File: src/rtl/score_pkg.sv
// Shared definitions for the score / hi-score BCD display controller.
// Holds the score width and saturation limit, the converter geometry, the
// conversion FSM encoding and the converter source select encoding.
// It also holds the double-dabble nibble adjust used by the serial converter.
package score_pkg;

   localparam int SCORE_W   = 14;
   localparam int SCORE_MAX = 9999;
   localparam int BCD_W     = 16;
   localparam int CONV_CYC  = SCORE_W;
   localparam int DD_W      = BCD_W + SCORE_W;
   localparam int CNT_W     = 4;

   typedef enum logic [1:0] {
      IDLE  = 2'd0,
      LOAD  = 2'd1,
      SHIFT = 2'd2,
      STORE = 2'd3
   } conv_state_t;

   typedef enum logic {
      SEL_SCORE = 1'b0,
      SEL_HI    = 1'b1
   } src_sel_t;

   // Any nibble of 5 or more gets 3 added, so the next left shift
   // carries correctly into the following decimal digit.
   function automatic logic [BCD_W-1:0] bcd_adjust(input logic [BCD_W-1:0] d);
      logic [BCD_W-1:0] r;
      r = d;
      for (int i = 0; i < BCD_W / 4; i++) begin
         if (d[4*i +: 4] >= 4'd5) begin
            r[4*i +: 4] = d[4*i +: 4] + 4'd3;
         end
      end
      return r;
   endfunction

endpackage

File: src/rtl/bcd_dd_serial.sv
// Serial double-dabble binary to BCD converter.
// A load pulse captures din and starts the conversion. The converter then
// performs CONV_CYC adjust-and-shift steps, one per clock. done is high
// during the last step. bcd holds the finished digits from the cycle after
// done until the next load.
//   clk   : system clock
//   reset : synchronous, active-high
//   load  : start a conversion of din
//   din   : binary value to convert (SCORE_W bits)
//   done  : high during the final shift cycle
//   bcd   : {thou,hund,ten,unit}, 4 bits each
module bcd_dd_serial
   import score_pkg::*;
(
   input  logic               clk,
   input  logic               reset,
   input  logic               load,
   input  logic [SCORE_W-1:0] din,
   output logic               done,
   output logic [BCD_W-1:0]   bcd
);

   logic [DD_W-1:0]  sreg;
   logic [DD_W-1:0]  sreg_adj;
   logic [CNT_W-1:0] cnt;
   logic             active;

   always_comb begin
      sreg_adj = {bcd_adjust(sreg[DD_W-1:SCORE_W]), sreg[SCORE_W-1:0]};
   end

   assign done = active && (cnt == CNT_W'(CONV_CYC - 1));
   assign bcd  = sreg[DD_W-1:SCORE_W];

   always_ff @(posedge clk) begin
      if (reset) begin
         sreg   <= '0;
         cnt    <= '0;
         active <= 1'b0;
      end else if (load) begin
         sreg   <= {{BCD_W{1'b0}}, din};
         cnt    <= '0;
         active <= 1'b1;
      end else if (active) begin
         sreg <= sreg_adj << 1;
         cnt  <= cnt + CNT_W'(1);
         if (done) begin
            active <= 1'b0;
         end
      end
   end

endmodule

File: src/rtl/score_bcd_ctrl.sv
// Score keeper and BCD scheduler for the score / hi-score overlay.
// Keeps the score and the hi-score in binary. One serial converter is shared
// between both values, with the hi-score taking priority. Each value owns a
// dirty flag, and a conversion is only started from IDLE.
//   clk        : system clock
//   reset      : synchronous, active-high
//   game_start : pulse, clear score and start playing
//   game_over  : pulse, stop playing and update the hi-score
//   score_tick : pulse, add one to the score while playing
//   playing    : a game is in progress
//   score_bin  : current score, binary
//   hi_bin     : high score, binary
//   score_bcd  : score digits {thou,hund,ten,unit}
//   hi_bcd     : hi-score digits {thou,hund,ten,unit}
//   new_hi     : the last game beat the hi-score
//   busy       : converter active (LOAD/SHIFT/STORE)
//
// state | meaning
// IDLE  | wait for a dirty flag, then grant (hi before score)
// LOAD  | snapshot selected value into converter, clear its dirty flag
// SHIFT | CONV_CYC double-dabble steps
// STORE | write all digits of the selected output in one edge
module score_bcd_ctrl
   import score_pkg::*;
(
   input  logic               clk,
   input  logic               reset,
   input  logic               game_start,
   input  logic               game_over,
   input  logic               score_tick,
   output logic               playing,
   output logic [SCORE_W-1:0] score_bin,
   output logic [SCORE_W-1:0] hi_bin,
   output logic [BCD_W-1:0]   score_bcd,
   output logic [BCD_W-1:0]   hi_bcd,
   output logic               new_hi,
   output logic               busy
);

   conv_state_t        state_q, state_d;
   src_sel_t           sel_q, sel_d;
   logic               score_dirty, hi_dirty;
   logic [SCORE_W-1:0] score_next;
   logic [SCORE_W-1:0] snap;
   logic               dd_load, dd_done;
   logic [BCD_W-1:0]   dd_bcd;

   always_comb begin
      score_next = score_bin;
      if (score_tick && (score_bin != SCORE_W'(SCORE_MAX))) begin
         score_next = score_bin + SCORE_W'(1);
      end
   end

   assign snap = (sel_q == SEL_HI) ? hi_bin : score_bin;

   always_ff @(posedge clk) begin
      if (reset) begin
         state_q <= IDLE;
         sel_q   <= SEL_SCORE;
      end else begin
         state_q <= state_d;
         sel_q   <= sel_d;
      end
   end

   always_comb begin
      state_d = state_q;
      sel_d   = sel_q;
      dd_load = 1'b0;
      busy    = 1'b0;
      case (state_q)
         IDLE: begin
            if (hi_dirty) begin
               sel_d   = SEL_HI;
               state_d = LOAD;
            end else if (score_dirty) begin
               sel_d   = SEL_SCORE;
               state_d = LOAD;
            end
         end
         LOAD: begin
            busy    = 1'b1;
            dd_load = 1'b1;
            state_d = SHIFT;
         end
         SHIFT: begin
            busy = 1'b1;
            if (dd_done) begin
               state_d = STORE;
            end
         end
         STORE: begin
            busy    = 1'b1;
            state_d = IDLE;
         end
         default: state_d = IDLE;
      endcase
   end

   // The LOAD clear comes first so an update landing in the same cycle
   // re-sets the flag: the snapshot holds the old value, and the new value
   // must be converted afterwards.
   always_ff @(posedge clk) begin
      if (reset) begin
         score_bin   <= '0;
         hi_bin      <= '0;
         playing     <= 1'b0;
         new_hi      <= 1'b0;
         score_dirty <= 1'b0;
         hi_dirty    <= 1'b0;
      end else begin
         if (state_q == LOAD) begin
            if (sel_q == SEL_HI) begin
               hi_dirty <= 1'b0;
            end else begin
               score_dirty <= 1'b0;
            end
         end
         if (game_start) begin
            score_bin   <= '0;
            playing     <= 1'b1;
            new_hi      <= 1'b0;
            score_dirty <= 1'b1;
         end else if (playing) begin
            score_bin <= score_next;
            if (score_next != score_bin) begin
               score_dirty <= 1'b1;
            end
            if (game_over) begin
               playing <= 1'b0;
               if (score_next > hi_bin) begin
                  hi_bin   <= score_next;
                  new_hi   <= 1'b1;
                  hi_dirty <= 1'b1;
               end
            end
         end
      end
   end

   always_ff @(posedge clk) begin
      if (reset) begin
         score_bcd <= '0;
         hi_bcd    <= '0;
      end else if (state_q == STORE) begin
         if (sel_q == SEL_HI) begin
            hi_bcd <= dd_bcd;
         end else begin
            score_bcd <= dd_bcd;
         end
      end
   end

   bcd_dd_serial u_dd (
      .clk   (clk),
      .reset (reset),
      .load  (dd_load),
      .din   (snap),
      .done  (dd_done),
      .bcd   (dd_bcd)
   );

endmodule

File: config.mk
export PLATFORM = sky130hd
export DESIGN_NAME = score_bcd_ctrl
export DESIGN_NICKNAME = d
export VERILOG_FILES = /design/src/rtl/score_pkg.sv /design/src/rtl/bcd_dd_serial.sv /design/src/rtl/score_bcd_ctrl.sv
export SDC_FILE = /design/constraint.sdc
export NUM_CORES = 1
export LEC_CHECK = 0
export ABC_CLOCK_PERIOD_IN_PS = 3500
export BUFFER_PORTS_ARGS = -buffer_cell sky130_fd_sc_hd__buf_2
export CAP_MARGIN = 40
export CORE_UTILIZATION = 29
export CTS_BUF_LIST = sky130_fd_sc_hd__clkbuf_16
export CTS_CLUSTER_DIAMETER = 150
export DETAILED_ROUTE_END_ITERATION = 16
export PLACE_DENSITY_LB_ADDON = 0.05
export SLEW_MARGIN = 20
export SYNTH_ARGS = -nofsm -noshare
export SYNTH_HDL_FRONTEND = slang
export SYNTH_SLANG_ARGS = --single-unit
File: constraint.sdc
create_clock -name clk -period 3.5 [get_ports clk]
set_input_delay 0.35 -clock clk [delete_from_list [all_inputs] [get_ports clk]]
set_output_delay 0.35 -clock clk [all_outputs]
set_load 0.02 [all_outputs]
# After elaboration in Yosys (flattened, before gate mapping)
# Cells that the tools add are included.
# op_classes
n_reduce_logical,14
n_mux,33
eq_ne,8
mul,0
div,0
n_shift,0
bitwise,2
addsub,6
magnitude_cmp,5
# op_table
op,n
$mux W14,4
$mux W1,21
$ge A4 B3 Y1 const B,4
$add A14 B1 Y14 const B,1
$gt A14 B14 Y1,1
$ne A14 B14 Y1,1
$ne A14 B14 Y1 const B,1
$add A4 B2 Y4 const B,3
$mux W4,3
$pmux W2 S4,1
$reduce_and A2 Y1,4
$mux W2,3
$add A4 B1 Y4 const B,1
$eq A2 B2 Y1 const B,2
$eq A4 B4 Y1 const B,1
$reduce_and A4 Y1,1
$reduce_bool A2 Y1,2
$reduce_or A2 Y1,2
$add A3 B2 Y3 const B,1
$mux W3,1
$ne A3 B3 Y1 const B,1
$reduce_and A3 Y1,1
$reduce_or A3 Y1,1
$eq A2 B1 Y1 const B,1
4 further kinds,6
# word_totals
mem_bits_ro,0
output_inout_bits,63
wordCells,82
latchBits,0
register_bits,102
mem_count,0
ramBits,0
in_bits,5

# Depth between registers and ports, before layout
# depth
depth_word,8
depth_mapped,12
depth_no_buf,11

# Cells and area by module
# A second synthesis with hierarchy kept.
# unflattened
cells_unflattened,646
hier_area_um2,5516.5
# by_module_without_submodules
module,cells_each,area_per_inst_um2,n_inst
score_bcd_ctrl,419,3478.3,1
bcd_dd_serial,227,2038.2,1

# Worst setup path after synthesis
# Ideal clock, no wire load.
# synth_path
path_kind,register to register
startpoint,register score_bin[6]
endpoint,register hi_bin[12]
path_slack_ps,-117
stages_incl_launch_ff,13
required_time_ps,3428
arrival_ps,3546
n_path_buf,2
cell_sequence,dfxtp_1 -> clkbuf_1 -> nand2_1 -> nor3_1 -> a31oi_1 -> or2_2 -> ha_1 -> nand4_1 -> nor4_1 -> or3_1 -> a21oi_1 -> buf_2 -> mux2i_1
# synth_between
elab_chain_cells,5
word_cells_on_any_way,6
# synth_rtl
item,line_no,text
from (decl),score_bcd_ctrl.sv:32,"output logic [SCORE_W-1:0] score_bin,"
from (signal assigned),score_bcd_ctrl.sv:126,score_bin <= score_next;
"parallel branches: the longest is 2 deep, another holds $add A14 B1 Y14",n/a,
$mux W14 *,score_bcd_ctrl.sv:50,if (score_tick && (score_bin != SCORE_W'(SCORE_MAX))) begin
net score_next[13],score_bcd_ctrl.sv:43,logic [SCORE_W-1:0] score_next;
$gt A14 B14 Y1 *,score_bcd_ctrl.sv:132,if (score_next > hi_bin) begin
$reduce_and A4 Y1 (no line) *,n/a,
to (signal assigned),score_bcd_ctrl.sv:133,hi_bin <= score_next;
to (decl),score_bcd_ctrl.sv:33,"output logic [SCORE_W-1:0] hi_bin,"
# Mark *: on every way through the listed nets, which the timed path passes.
# A chain may end at the register's enable or synchronous reset.

# Worst setup path in the final report
# layout_path
startpoint,register score_bin[12]
endpoint,register hi_bin[9]
# layout_between
elab_chain_cells,5
word_cells_on_any_way,6
# layout_rtl
item,line_no
$ne A14 B14 Y1,score_bcd_ctrl.sv:50
$logic_and A1 B1 Y1,score_bcd_ctrl.sv:50
$mux W14,score_bcd_ctrl.sv:50
net score_next[4],score_bcd_ctrl.sv:43
$gt A14 B14 Y1,score_bcd_ctrl.sv:132
$reduce_and A4 Y1 (no line),n/a
# The timed path passes the listed nets, and every way through them passes these cells.

==> impl_metrics.yaml <==
placement:
  gp_congestion: 0.800
  place_inst: 889
  placed_area_sq_um: 5810
  post-dp-hpwl_mm: 9.96
  port_buffers: 67
routing:
  wl_met2_mm: 6.01
  wl_met1_mm: 6.92
  met3_wirelength_um: 525
  dr.pass1.iters: 4
  drc: 0
  vias: 4309
  postRouteAntennaNets: 0
  drt_iter0_markers: 170
  wl_per_cell_um: 15.1
  via_per_inst: 4.76
  top_layer: "met4"
  routed_wirelength_mm: 13.6
synth:
  synth.avg_cell_area_sq_um: 8.44
  synth_edf_count: 0
  synth_ff_type: "dfxtp_1"
  async_flop_share_pct: 0
  yosysWarningCount: 0
  synth_seq_cells: 102
  syn_nets: 647
  syn_area_sq_um: 5170
  synth.distinct_cells: 51
  synth_seq_area_share_pct: 39.5
  netlist_instances: 612
worst_hold_path:
  hp-class: "input port to flop"
  min-delay-start: "game_start"
sta:
  min_period_over_period_pct: 95.3
  setup_viol: 0
  fmax_mhz: 300
  rsz0062_at_grt: "false"
  clock_skew_ns: 0.00680
  timing.slew.headroom_pct: 50.4
  whs_ns: 0.285
  min_period_ns: 3.33
  slew_viol_final: 0
  hold_viol: 0
  tns_ns: 0
  worst_pin_slew_ns: 0.745
cells_and_area:
  register_area_sq_um: 2040
  final_cells: 905
  nFillCells: 1841
  nets: 710
  multi_input_area_sq_um: 2880
  drive_gt1_share_pct: 18.2
  diodes: 0
  final_area_sq_um: 6100
  syn_to_final_growth_pct: 18.1
floorplan:
  dieHeight_um: 135
  initial_core_util_pct: 29.8
  io_pins: 68
  core_area_sq_um: 17400
  fp.dieW_um: 135
  rows: 48
  dieArea_sq_um: 18400
grt:
  grt_max_degree: 45
  grt_first_pass_wirelength_mm: 22.0
  gr-total-overflow: 0
  grt_use_total_pct: 15.7
  antenna_found_initial: 0
  grt_pass1_vias: 4050
clocking:
  cts_buffer_depth: 2
  cts.clk_slew.worst_paths_ns: 0.07
  root_buffer: "clkbuf_16"
  cts_inserted_buffers: 9
  cts_setup_buffers: 0
  cts_tree: "built"
  holdBufCountCts: 0
  clk_latency_ns: 0.36
  htreeDepth: 3
  cts.sinks: 102
critical_path:
  timing.rr.start: "score_bin[12]"
  start_kind: "flop"
  cp-end-kind: "flop"
  cp.required_ns: 3.78
  crit_arrival_ns: 3.61
  cp_max_fo: 7
  critPathKind: "flop to flop"
  critPathLaunch: "score_bin[12]"
power_and_ir_drop:
  p_per_area_nw_per_um2: 476
  max-vdd-ir-drop_mv: 0.243
  total_leakage_power_nw: 2.42
outcome:
  status: "complete, no violations"
job:
  max-cap-violations: 0
==> path summary, 6_finish.rpt <==
kind	slack [ns]	endpoint	depth (start not counted)
max	0.17	hi_bin[9]	11
min	0.29	playing	3
max reg2reg	0.17	hi_bin[9]	11
min reg2reg	0.45	hi_bcd[12]	2
==> cell usage in the layout (no fill, tap or decap), types with 3 or more instances in the layout <==
master     Yosys  final
o211ai_1       3      3
xor2_1        16     16
or2_2          4      4
nor2b_1       16     16
o21ai_0       13     13
a211oi_1      28     28
inv_1         30     31
nand2_1      104    104
mux2i_1       33     33
nor2_1        33     33
nand3_1       16     16
mux2_2         5      5
nand4_1       11     11
buf_4          1     22
a21oi_1       61     60
xnor2_1       11     11
dfxtp_1      102    101
and2_1         5      5
a21o_1         4      4
or3_1          3      3
clkbuf_16      0      9
buf_2          1     67
nand2b_1      13     13
ha_1          30     30
nor3_1         4      3
==> metrics by stage <==
stage | utilization [%] | setup slack, ns | total power, W
final | 35.2 | 0.165 | 0.00291
after global routing | 35.2 | 0.0104 | 0.00308
after CTS | 35.1 | 0.0557 | 0.00297
after detailed placement | 33.5 | 0.0908 | 0.00191
after global placement | 33.5 | 0.163 | 0.00190
after floorplan | - | 0.0749 | 0.00178
==> Yosys cell counts (13+ instances only) <==
cell | count | area [sq um]
nand2_1 | 104 | 390
dfxtp_1 | 102 | 2040
a21oi_1 | 61 | 305
mux2i_1 | 33 | 330
nor2_1 | 33 | 124
clkbuf_1 | 32 | 120
ha_1 | 30 | 375
inv_1 | 30 | 113
a211oi_1 | 28 | 210
nand3_1 | 16 | 80.1
nor2b_1 | 16 | 100
xor2_1 | 16 | 140
nand2b_1 | 13 | 81.3
o21ai_0 | 13 | 65.1
==> repair_timing <==
item | CTS | global route
gates resized for setup | 0 | 1
endpoints found under the setup margin | 0 | 12
hold endpoints to repair | 0 | 0
==> kinds of logic after synthesis <==
kind of cell	Yosys count	share of synthesized area, %
xor gates and xnor gates	27	4.58
AOI/OAI and AO/OA	122	14.9
DFF	102	39.5
and+or+nand+nor	225	20.9
muxes	39	7.77
adders and majority gates	30	7.27
buffers and inverters	67	5.11
==> registers in the layout, indices dropped and copies added, names as in the netlist <==
name         cells
hi_bin          14
u_dd.cnt         4
score_dirty      1
score_bin       14
sel_q            1
u_dd.sreg       30
hi_bcd          16
new_hi           1
state_q          2
u_dd.active      1
playing          1
score_bcd       16
hi_dirty         1
==> power by group <==
| part | total, W | switching (W) | internal [W] |
|---|---|---|---|
| Combinational | 0.000532 | 0.000317 | 0.000215 |
| Clock | 0.00103 | 0.000475 | 0.000551 |
| Sequential | 0.00135 | 0.0000958 | 0.00125 |
==> final cells by class <==
class | count | area share, %
sequential | 102 | 33.5
inverter | 30 | 1.85
clock buffer | 9 | 3.69
tap | 225 | 4.61
clock inverter | 7 | 1.05
multi-input combinational | 443 | 47.1
timing repair buffer | 89 | 8.20
==> routing by layer <==
metal | vias up | global-route usage (%)
li1 | 2215 | -
met1 | 2027 | 22.1
met2 | 55 | 23.6
met3 | 12 | 3.14
met4 | 0 | 5.62
met5 | - | 0
==> critical path, cell delays in order, from the launching register on <==
cell and delay (ns):
dfxtp_1 0.32, or4_4 0.56, or4_4 0.54, nand3b_2 0.12, nand2_1 0.06, ha_1 0.29, nand4_1 0.12, o21bai_1 0.18
a311o_1 0.32, a21oi_4 0.29, buf_4 0.23, mux2i_1 0.22
(Power assumes the default switching activity.)
